===== src/rtl/nes_calc_ctrl.sv =====
// nes_calc_ctrl: sequencer for the 4-bit add/sub calculator.
// Turns NES button levels into operand entry, add/sub selection and compute
// steps. It drives the datapath operands and carry-in, captures the result
// and overflow, and supplies the seven-segment display value.
// Optional build macro NES_CALC_AUTO_REPEAT_EN enables hold-to-repeat on the
// up/down buttons while entering operands.
module nes_calc_ctrl #(
  parameter int unsigned W             = 4,
  parameter int unsigned DP_LAT        = 1,
  parameter int unsigned HOLD_CYCLES   = 8,
  parameter int unsigned REPEAT_CYCLES = 4
) (
  input  logic         clk,
  input  logic         reset,
  input  logic         btn_up,
  input  logic         btn_down,
  input  logic         btn_a,
  input  logic         btn_b,
  input  logic         btn_select,
  input  logic [W-1:0] dp_result,
  input  logic         dp_cout,
  output logic [W-1:0] op_a,
  output logic [W-1:0] op_b,
  output logic         op_sub,
  output logic         mux_sel,
  output logic [W-1:0] disp_val,
  output logic [1:0]   state_o,
  output logic         ovf_led,
  output logic         result_valid
);

  if (DP_LAT < 1 || HOLD_CYCLES < 1 || REPEAT_CYCLES < 1) begin : g_bad_param
    $error("nes_calc_ctrl: DP_LAT, HOLD_CYCLES and REPEAT_CYCLES must all be >= 1");
  end

  typedef enum logic [1:0] {StEnterA = 2'd0, StEnterB = 2'd1, StCompute = 2'd2, StShow = 2'd3}
    state_e;

  localparam int unsigned LW = (DP_LAT > 1) ? $clog2(DP_LAT) : 1;
  localparam logic [LW-1:0] LatLast = LW'(DP_LAT - 1);

  state_e        state_q;
  logic [W-1:0]  op_a_q, op_b_q, res_q;
  logic          op_sub_q, ovf_q;
  logic [LW-1:0] lat_q;
  logic          up_q, down_q, a_q, b_q, sel_q;

  logic press_up, press_down, press_a, press_b, press_sel, any_press;
  logic act_a, act_b, act_sel, act_up, act_down;
  logic rep_up, rep_down, step_up, step_down;

  // Rising-edge detect and fixed priority B > A > select > up > down.
  always_comb begin
    press_up   = btn_up & ~up_q;
    press_down = btn_down & ~down_q;
    press_a    = btn_a & ~a_q;
    press_b    = btn_b & ~b_q;
    press_sel  = btn_select & ~sel_q;
    any_press  = press_up | press_down | press_a | press_b | press_sel;
    act_b      = press_b;
    act_a      = press_a & ~press_b;
    act_sel    = press_sel & ~press_a & ~press_b;
    act_up     = press_up & ~press_sel & ~press_a & ~press_b;
    act_down   = press_down & ~press_up & ~press_sel & ~press_a & ~press_b;
    // Repeat steps only fire when no edge is present, so they never collide.
    step_up    = act_up | rep_up;
    step_down  = act_down | rep_down;
  end

`ifdef NES_CALC_AUTO_REPEAT_EN
  localparam int unsigned RW = $clog2(HOLD_CYCLES + REPEAT_CYCLES + 1);

  logic [RW-1:0] rep_cnt_q, rep_cnt_d, rep_inc, rep_target;
  logic          rep_phase_q, rep_phase_d;
  logic          up_alone, down_alone, in_entry;

  // Count cycles of a lone held up/down; first step after HOLD, then every REPEAT.
  always_comb begin
    in_entry    = (state_q == StEnterA) || (state_q == StEnterB);
    up_alone    = btn_up & up_q & ~btn_down & ~btn_a & ~btn_b & ~btn_select;
    down_alone  = btn_down & down_q & ~btn_up & ~btn_a & ~btn_b & ~btn_select;
    rep_inc     = rep_cnt_q + 1'b1;
    rep_target  = rep_phase_q ? RW'(REPEAT_CYCLES) : RW'(HOLD_CYCLES);
    rep_cnt_d   = '0;
    rep_phase_d = 1'b0;
    rep_up      = 1'b0;
    rep_down    = 1'b0;
    if (in_entry && !any_press && (up_alone || down_alone)) begin
      if (rep_inc == rep_target) begin
        rep_up      = up_alone;
        rep_down    = down_alone;
        rep_phase_d = 1'b1;
      end else begin
        rep_cnt_d   = rep_inc;
        rep_phase_d = rep_phase_q;
      end
    end
  end

  // Repeat counter state.
  always_ff @(posedge clk or posedge reset) begin
    if (reset) begin
      rep_cnt_q   <= '0;
      rep_phase_q <= 1'b0;
    end else begin
      rep_cnt_q   <= rep_cnt_d;
      rep_phase_q <= rep_phase_d;
    end
  end
`else
  assign rep_up   = 1'b0;
  assign rep_down = 1'b0;
`endif

  // Main sequencer: button history, operands, latency count and result capture.
  always_ff @(posedge clk or posedge reset) begin
    if (reset) begin
      state_q  <= StEnterA;
      op_a_q   <= '0;
      op_b_q   <= '0;
      res_q    <= '0;
      op_sub_q <= 1'b0;
      ovf_q    <= 1'b0;
      lat_q    <= '0;
      // Buttons held through reset must be released before they count.
      up_q     <= 1'b1;
      down_q   <= 1'b1;
      a_q      <= 1'b1;
      b_q      <= 1'b1;
      sel_q    <= 1'b1;
    end else begin
      up_q   <= btn_up;
      down_q <= btn_down;
      a_q    <= btn_a;
      b_q    <= btn_b;
      sel_q  <= btn_select;
      unique case (state_q)
        StEnterA: begin
          if (act_b)          op_a_q   <= '0;
          else if (act_a)     state_q  <= StEnterB;
          else if (act_sel)   op_sub_q <= ~op_sub_q;
          else if (step_up)   op_a_q   <= op_a_q + 1'b1;
          else if (step_down) op_a_q   <= op_a_q - 1'b1;
        end
        StEnterB: begin
          if (act_b) begin
            op_b_q  <= '0;
            state_q <= StEnterA;
          end else if (act_a) begin
            lat_q   <= '0;
            state_q <= StCompute;
          end else if (act_sel)   op_sub_q <= ~op_sub_q;
          else if (step_up)       op_b_q   <= op_b_q + 1'b1;
          else if (step_down)     op_b_q   <= op_b_q - 1'b1;
        end
        StCompute: begin
          if (lat_q == LatLast) begin
            res_q   <= dp_result;
            // Subtraction borrows when there is no carry-out.
            ovf_q   <= op_sub_q ? ~dp_cout : dp_cout;
            state_q <= StShow;
          end else begin
            lat_q <= lat_q + 1'b1;
          end
        end
        StShow: begin
          if (act_b) begin
            op_a_q  <= '0;
            op_b_q  <= '0;
            res_q   <= '0;
            ovf_q   <= 1'b0;
            state_q <= StEnterA;
          end else if (act_a) begin
            op_a_q  <= res_q;
            op_b_q  <= '0;
            ovf_q   <= 1'b0;
            state_q <= StEnterB;
          end
        end
        default: state_q <= StEnterA;
      endcase
    end
  end

  // Display follows the operand being edited, then the captured result.
  always_comb begin
    unique case (state_q)
      StEnterA: disp_val = op_a_q;
      StShow:   disp_val = res_q;
      default:  disp_val = op_b_q;
    endcase
  end

  assign op_a         = op_a_q;
  assign op_b         = op_b_q;
  assign op_sub       = op_sub_q;
  assign mux_sel      = op_sub_q;
  assign ovf_led      = ovf_q;
  assign state_o      = state_q;
  assign result_valid = (state_q == StShow);

endmodule

===== config.mk =====
export PLATFORM = sky130hd
export DESIGN_NAME = nes_calc_ctrl
export DESIGN_NICKNAME = d
export VERILOG_FILES = /design/src/rtl/nes_calc_ctrl.sv
export SDC_FILE = /design/constraint.sdc
export NUM_CORES = 1
export LEC_CHECK = 0
export ABC_AREA = 1
export CELL_PAD_IN_SITES_DETAIL_PLACEMENT = 1
export CELL_PAD_IN_SITES_GLOBAL_PLACEMENT = 1
export CORE_MARGIN = 1
export CORE_UTILIZATION = 41
export CTS_BUF_LIST = sky130_fd_sc_hd__clkbuf_4 sky130_fd_sc_hd__clkbuf_8
export DETAILED_ROUTE_END_ITERATION = 8
export GPL_TIMING_DRIVEN = 0
export PLACE_DENSITY = 0.92
export SLEW_MARGIN = 30
export SYNTH_ARGS = -nofsm -noshare
export SYNTH_HDL_FRONTEND = slang
export SYNTH_SLANG_ARGS = --single-unit

===== constraint.sdc =====
create_clock -name clk -period 4.5 [get_ports clk]
set_input_delay 0.9 -clock clk [delete_from_list [all_inputs] [get_ports clk]]
set_output_delay 0.9 -clock clk [all_outputs]
set_load 0.02 [all_outputs]

==> key figures <==
Synth
  • Yosys cell types: 30
  • FF+latch count, synth: 21
  • Post-synthesis cell area: 1410 um2
  • Avg Cell Area, Syn: 8.13 um2
  • Area share of the largest cell type after synthesis: 28.5%
  • Seq/Total Area, Yosys: 37.8%
  • Async S/R FF share, synth: 100%
  • Ys Warns: 0
  • Post-synth EDFFs: 0
  • Top_reg_cell synth: dfrtp_1
  • Syn_nets: 195
  • Area leader, netlist: dfrtp_1
  • Cells after Synth: 173
  • Synth area leaders: dfrtp_1 (28%), dfstp_2 (9.3%), nand2_1 (7.5%), ha_1 (7.1%), inv_1 (6.1%)

Clock network
  • Setup repair bufs after CTS: 0
  • Clock transition at the registers of the reported paths: 0.12 ns
  • Root buffer selected by CTS: clkbuf_4
  • Post_cts resized: 0
  • Clk sinks: 21
  • H-tree depth: 1
  • Hold-fix buffers, CTS: 0
  • CTS tree: built
  • Worst-Skew Late Latency: 0.31 ns
  • CTS Buffer Depth: 2
  • TritonCTS Buffers: 3

Critical path
  • Levels on crit path: 8
  • CP bufs+invs: 4
  • Arrival time worst endpoint: 2.46 ns
  • Setup crit end kind: primary output
  • Worst reg2reg path depth: 14
  • Critical path's slowest cell: clkdlybuf4s50_1
  • CP Launch Type: flop
  • RR Startpoint: b_q
  • Req. time, crit path: 3.60 ns
  • Crit path cell chain: inv_1 -> ha_1 -> clkbuf_1 -> inv_1 -> o21ai_0 -> nand2_1 -> o21ai_0 -> clkdlybuf4s50_1
  • Reg2reg end: op_a[3]
  • Critical Path Fanout Max: 9
  • Worst setup endpoint: disp_val[0]
  • Critical path startpoint: state_o[0]
  • Delay of the slowest critical-path stage: 0.65 ns
  • R2R setup slack: 2.51 ns
  • CP Class: flop to primary output
  • CP top delay family: buffers and inverters

Placement
  • PortBufs: 29
  • GPL Wtd Cong: 0.884
  • Post-DP HPWL: 3070 um
  • DP Cell Count: 246

Route
  • DRT met1 WL: 1570 um
  • Top routing layer in use: met4
  • WL met3: 145 um
  • DRC: 0
  • Final ANT Viol Nets: 0
  • Routed vias/inst: 5.08
  • Wire length on met2: 1920 um
  • Avg WL per Cell: 14.7 um
  • DR pass1 iterations: 4
  • Drt total wl: 3670 um
  • DRT iter0 DRCs: 24
  • Routed vias: 1,269

Status
  • Run status: finished clean

Pwr
  • Flop pwr share: 25.3%
  • PwrDens: 724 nW/um2
  • Switch Pwr: 0.625 mW
  • Final Power: 1.29 mW
  • Int Pwr: 0.665 mW
  • Pleak: 0.827 nW
  • Comb pwr share: 66.9%
  • Clock power frac: 7.8%
  • Switching Share: 48.5%
  • Worst vdd ir: 0.000374 V

Timing
  • Setup Skew: 0.00321 ns
  • RSZ-0062 raised after global routing: no
  • Final setup viols: 0
  • Final number of hold-violating endpoints: 0
  • Final critical-path required period: 3.36 ns
  • Max Slew Vio Count: 0
  • Max Clock Freq: 0.297 GHz
  • Final TNS setup: 0 ns
  • Slew of the pin with the lowest slew margin: 0.809 ns
  • Slew margin rel.: 46.0%
  • Fin crit share: 74.7%

GRT
  • Gr ovfl total: 0
  • GRT Total Usage: 23.4%
  • Largest net degree at the start of global routing: 22
  • First-pass GRT wire length: 6210 um
  • Initial antenna violation count: 0
  • Vias in the first global route: 1,360

Floorplan
  • I/O pin total: 30
  • Num rows: 20
  • Die ar.: 3670 um2
  • Core area: 3150 um2
  • Initial Util: 44.6%
  • Chip Height: 60.6 um
  • Die W: 60.6 um

Final layout
  • Layout cells sized above 1: 17.0%
  • Layout area overhead: 26.7%
  • # diodes: 0
  • Post-route insts no fill: 250
  • Total Nets Final: 229

Worst hold path
  • HP Start: ovf_led
  • Hold WC Path Type: flop to flop

Job
  • Max-cap violations: 0
[per-stage QoR]
step | setup slack, ns | util (%) | area (um2) | hold slack (ns)
2_1_floorplan | 2.08 | - | 1410 | 0.511
4_1_cts | 1.15 | 56.5 | 1780 | 0.535
5_1_grt | 0.906 | 56.5 | 1780 | 0.557
3_3_place_gp | 1.57 | 55.6 | 1750 | 0.485
3_5_place_dp | 1.50 | 55.6 | 1750 | 0.506
6_report | 1.14 | 56.5 | 1780 | 0.523
[cell usage in the layout (no fill, tap or decap), types with 2 or more instances in the layout]
cell and count:
clkdlybuf4s50_1 29, nand2_1 28, inv_1 23, o21ai_0 17
dfrtp_1 16, nand3_1 15, nor2_1 11, ha_1 8
inv_2 6, a21oi_1 6, dfstp_2 5, nor2_4 4
o22ai_1 4, clkbuf_4 4, nand2_2 3, nand2_4 3
nor2_2 3, o21ai_1 2, inv_4 2, xnor2_1 2
a22oi_1 2, o31ai_1 2, fa_1 2
[routing by layer]
layer	vias up	track usage, %
met2	27	43.5
met3	5	3.84
met5	-	0
met1	613	28.5
li1	624	-
met4	0	4.87
[worst min-delay path: cells and delay by family (launching register included)]
| family | cells | cell delay [ns] |
|---|---|---|
| DFF | 1 | 0.37 |
| and+or+nand+nor | 2 | 0.12 |
[flip-flops by register name, summed over array words and instances, names as in the netlist, 2 cells and up]
signal / flops
res_q: 4
op_b: 4
state_o: 2
op_a: 4
[area by class of cell]
class	instances	area, um2
flip-flops and latches	21	532
plain buffers	3	22.5
well taps	44	55.1
inverters	32	125
repair buffers	29	290
clock buffers	4	30.0
fillers	419	1370
multi-input cells	117	727
[kinds of logic after synthesis]
| family | share of synthesized area [%] |
|---|---|
| adders and majority gates | 9.96 |
| xor gates and xnor gates | 1.87 |
| AOI/OAI and AO/OA | 14.6 |
| DFF | 37.8 |
| and+or+nand+nor | 25.3 |
| buffers and inverters | 10.5 |
[cells in the mapped netlist (all sizes together) (2+ instances only)]
cell type and number:
xnor2 2, inv 31, o21ai 20, a22oi 2, ha 8, a21oi 7, nor2 18, o31ai 2
buf 2, dfstp 5, dfrtp 16, fa 2, nand3 16, nand2 34, o22ai 4
[power groups by stage]
stage	clock network, mW	logic [mW]	registers, mW
2_1_floorplan	0	0.496	0.376
3_3_place_gp	0	0.823	0.323
6_report	0.101	0.864	0.326
4_1_cts	0.102	0.872	0.327
5_1_grt	0.112	0.953	0.337
3_5_place_dp	0	0.867	0.330
[how the worst min path moves through the flow]
| stage | endpoint | cells after the start |
|---|---|---|
| 2_1_floorplan | res_q[0] | 2 |
| 3_3_place_gp | ovf_led | 2 |
| 3_5_place_dp | ovf_led | 2 |
| 4_1_cts | ovf_led | 2 |
| 5_1_grt | ovf_led | 2 |
| 6_report | ovf_led | 2 |
(Power assumes the default switching activity.)
==> variant 1: new RTL, same flow settings <==
Put a register stage on the output `disp_val`, without a reset. The value now appears one clock later. The other outputs are not delayed to match.
--- a/src/rtl/nes_calc_ctrl.sv
+++ b/src/rtl/nes_calc_ctrl.sv
@@ -30,4 +30,6 @@
 );
 
+  logic [W-1:0] disp_val_d;
+
   if (DP_LAT < 1 || HOLD_CYCLES < 1 || REPEAT_CYCLES < 1) begin : g_bad_param
     $error("nes_calc_ctrl: DP_LAT, HOLD_CYCLES and REPEAT_CYCLES must all be >= 1");
@@ -186,7 +188,7 @@
   always_comb begin
     unique case (state_q)
-      StEnterA: disp_val = op_a_q;
-      StShow:   disp_val = res_q;
-      default:  disp_val = op_b_q;
+      StEnterA: disp_val_d = op_a_q;
+      StShow:   disp_val_d = res_q;
+      default:  disp_val_d = op_b_q;
     endcase
   end
@@ -200,3 +202,7 @@
   assign result_valid = (state_q == StShow);
 
+  always_ff @(posedge clk) begin
+    disp_val <= disp_val_d;
+  end
+
 endmodule
Function: changed (a bounded check fails within 4 cycles, from zero or initial values and one cycle with reset high).
==> variant 1 against the unedited design <==
Total power down 6.1%. Critical path depth fell by 6. Sequential cell count is 4 higher. Routed wire length fell by 5.4%. Synthesized area is 5.4% higher. Utilization decreased by 1.6 points. Sequential share of layout area is 3.0 points higher. Cell area is 4.4% higher. Worst setup slack gained 0.70 ns.
==> variant 1: results (changes against the unedited design) <==
status: "finished, final reports clean"  # unchanged
synth-xor-area-share: 0.0236  # was 0.0187
p_leak_uw: 0.000881  # was 0.000827 uW
r2r_setup_slack_ns: 2.54  # was 2.51 ns
fin_cells: 258  # was 250
grt_pass1_wl_um: 6110  # was 6210 um
fin_util: 0.549  # was 0.565
dp_cells: 254  # was 246
intPower_uw: 656  # was 665 uW
cp.arrival_ns: 1.76  # was 2.46 ns
hold_slack_ns: 0.529  # was 0.523 ns
grt_pass1_vias: 1311  # was 1360
peakVddDrop_v: 0.000311  # was 0.000374 V
avgSynthCellArea_um2: 8.28  # was 8.13 um^2
ff2ff_path_depth: 15  # was 14
endpoint: "result_valid"  # was disp_val[0]
dp_worst_setup_slack_ns: 1.67  # was 1.50 ns
fillers: 429  # was 419
async_flop_share: 0.840  # was 1.00
viasPerCell: 4.94  # was 5.08
drive_above_1_share: 0.137  # was 0.170
wirelength_um: 3470  # was 3670 um
synth_area_leaders: "dfrtp_1, dfstp_2, nand2_1, inv_1, ha_1"  # was dfrtp_1, dfstp_2, nand2_1, ha_1, inv_1
synth_commonest_cells: "nand2_1, inv_1, o21ai_0, dfrtp_1, nand3_1"  # unchanged
grt_antenna_before_repair: 0  # unchanged
detailed_place_hpwl_um: 2790  # was 3070 um
clock_skew_ns: 0.00132  # was 0.00321 ns
first_pass_iters: 3  # was 4
yosysSeqAreaShare: 0.413  # was 0.378
path_max_fanout: 5  # was 9
num-nets-final: 235  # was 229
gp_congestion: 0.765  # was 0.884
groute.usage.overall: 0.202  # was 0.234
placed_area_mm2: 0.00183  # was 0.00175 mm^2
synthDistinctLibCells: 31  # was 30
max-slew-margin-rel: 0.449  # was 0.460
synth_compound_area_frac: 0.143  # was 0.146
synthAdderAreaFrac: 0.0945  # was 0.0996
drt_iter0_markers: 8  # was 24
-- variant 1: cell families after synthesis --
family,Yosys count
fa+ha+maj,10
flops,25
xor+xnor,4
buf+inv,38
compound gates,36
simple gates,66
-- variant 1: layout make-up --
type	instances	share of cell area
inverter	35	0.0706
buffer	3	0.0101
sequential	25	0.329
multi-input combinational	116	0.387
tap	46	0.0309
clock buffer	4	0.0161
timing repair buffer	29	0.156
-- variant 1: power groups by stage --
| stage | logic (uW) | registers [uW] | clock network [uW] |
|---|---|---|---|
| floorplan | 407 | 440 | 0 |
| detailed placement | 737 | 379 | 0 |
| CTS | 744 | 374 | 114 |
| global placement | 701 | 373 | 0 |
| finish | 734 | 372 | 106 |
| global route | 815 | 386 | 122 |
-- variant 1: metal layers --
metal  vias up  global-route usage  wire length [um]
met4         0              0.0872                65
met2        22               0.357              1770
met3         5              0.0221                64
met1       611               0.247              1570
li1        637                   -                 -
met5         -                   0                 0
==> variant 2: new RTL, same flow settings <==
Made on the original files. Change the parameter `DP_LAT` from 1 to 2.
--- a/src/rtl/nes_calc_ctrl.sv
+++ b/src/rtl/nes_calc_ctrl.sv
@@ -7,5 +7,5 @@
 module nes_calc_ctrl #(
   parameter int unsigned W             = 4,
-  parameter int unsigned DP_LAT        = 1,
+  parameter int unsigned DP_LAT        = 2,
   parameter int unsigned HOLD_CYCLES   = 8,
   parameter int unsigned REPEAT_CYCLES = 4
Behaviour: not the same (Yosys sat finds a counterexample within 10 cycles, from zero or initial values and one cycle with reset high).
==> variant 2 against the unedited design <==
Sequential power up 5%. Total power down 0.90%. Sequential cell count up 1. Routed wire length up 6.5%. Worst setup slack better by 0.017 ns. Cell area up 4.8%. Synthesized area up 5.5%. Largest power group unchanged.
==> variant 2: results (changes against the unedited design) <==
ff2ff_path_depth: 15  # was 14
peakVddDrop_v: 0.000339  # was 0.000374 V
m1WireLength_um: 1740  # was 1570 um
syn_nets: 213  # was 195
synth_area_leaders: "dfrtp_1, nand2_1, dfstp_2, ha_1, o21ai_0"  # was dfrtp_1, dfstp_2, nand2_1, ha_1, inv_1
yosysSeqAreaShare: 0.375  # was 0.378
synth_commonest_cells: "nand2_1, inv_1, o21ai_0, dfrtp_1, nand3_1"  # unchanged
wl_met3_um: 123  # was 145 um
grt_max_degree: 23  # was 22
route.detailed.wl_per_inst_um: 14.5  # was 14.7 um
gp_congestion: 0.846  # was 0.884
worst_pin_slew_ns: 0.822  # was 0.809 ns
fillers: 424  # was 419
intPower_uw: 665  # about the same
dp_cells: 266  # was 246
status: "finished, final reports clean"  # unchanged
groute.usage.overall: 0.226  # was 0.234
drt_iter0_markers: 48  # was 24
fmaxAchievable_ghz: 0.299  # was 0.297 GHz
placed_area_mm2: 0.00183  # was 0.00175 mm^2
path_max_fanout: 7  # was 9
wirelength_um: 3910  # was 3670 um
hold_slack_ns: 0.496  # was 0.523 ns
viasPerCell: 5.04  # was 5.08
grt_pass1_wl_um: 6800  # was 6210 um
grt_pass1_vias: 1424  # was 1360
critical_path.top_delay_family: "buffers and inverters"  # unchanged
dp_worst_setup_slack_ns: 1.56  # was 1.50 ns
synthDistinctLibCells: 28  # was 30
met2_length_um: 1960  # was 1920 um
detailed_place_hpwl_um: 3070  # about the same
r2r_setup_slack_ns: 2.40  # was 2.51 ns
num-nets-final: 247  # was 229
p_leak_uw: 0.000892  # was 0.000827 uW
synthCells: 191  # was 173
drive_above_1_share: 0.165  # was 0.170
startpoint: "state_o[0]$_DFFE_PP0P_"  # unchanged
-- variant 2: changes by cell type after synthesis, moves of 2 or more --
| cell | before | now |
|---|---|---|
| nor2_1 | 11 | 9 |
| a21oi_1 | 6 | 4 |
| o21ai_2 | 1 | 3 |
| o21ai_0 | 17 | 19 |
| a22oi_1 | 2 | 0 |
| nand2_1 | 28 | 51 |
| nand3_1 | 15 | 12 |
| o22ai_1 | 4 | 2 |
-- variant 2: layout make-up --
cell class              instances  area, um^2  area share
plain buffers                   2        15.0     0.00804
clock buffers                   4        36.3      0.0194
inverters                      30         115      0.0616
multi-input cells             137         797       0.427
flip-flops and latches         22         557       0.298
well taps                      46        57.6      0.0308
repair buffers                 29         290       0.155
-- variant 2: cells by family (layout without fill, tap and decap cells) --
group / count (synthesis) / count (layout) / share of synthesized area
flip-flops: 22 / 22 / 0.375
XOR/XNOR: 4 / 4 / 0.0236
AO/OA/AOI/OAI: 34 / 34 / 0.132
AND/OR/NAND/NOR: 89 / 89 / 0.288
adder cells (fa/ha/maj): 10 / 10 / 0.0944
buffers and inverters: 32 / 65 / 0.0877
-- variant 2: metal layers --
layer	vias up	GRT usage
li1	673	-
met1	646	0.280
met2	34	0.383
met3	8	0.0368
met4	0	0.105
met5	-	0
-- variant 2: power by group through the flow --
stage / Combinational, uW / Sequential, uW / Clock, uW
2_1_floorplan: 475 / 386 / 0
3_3_place_gp: 789 / 341 / 0
3_5_place_dp: 819 / 346 / 0
4_1_cts: 829 / 341 / 116
5_1_grt: 913 / 353 / 126
6_report: 824 / 341 / 114
-- variant 2: tightest hold or removal path: stages (launching register included) --
cell,delay [ns]
dfrtp_1,0.37
nand2_1,0.05
o31ai_1,0.05
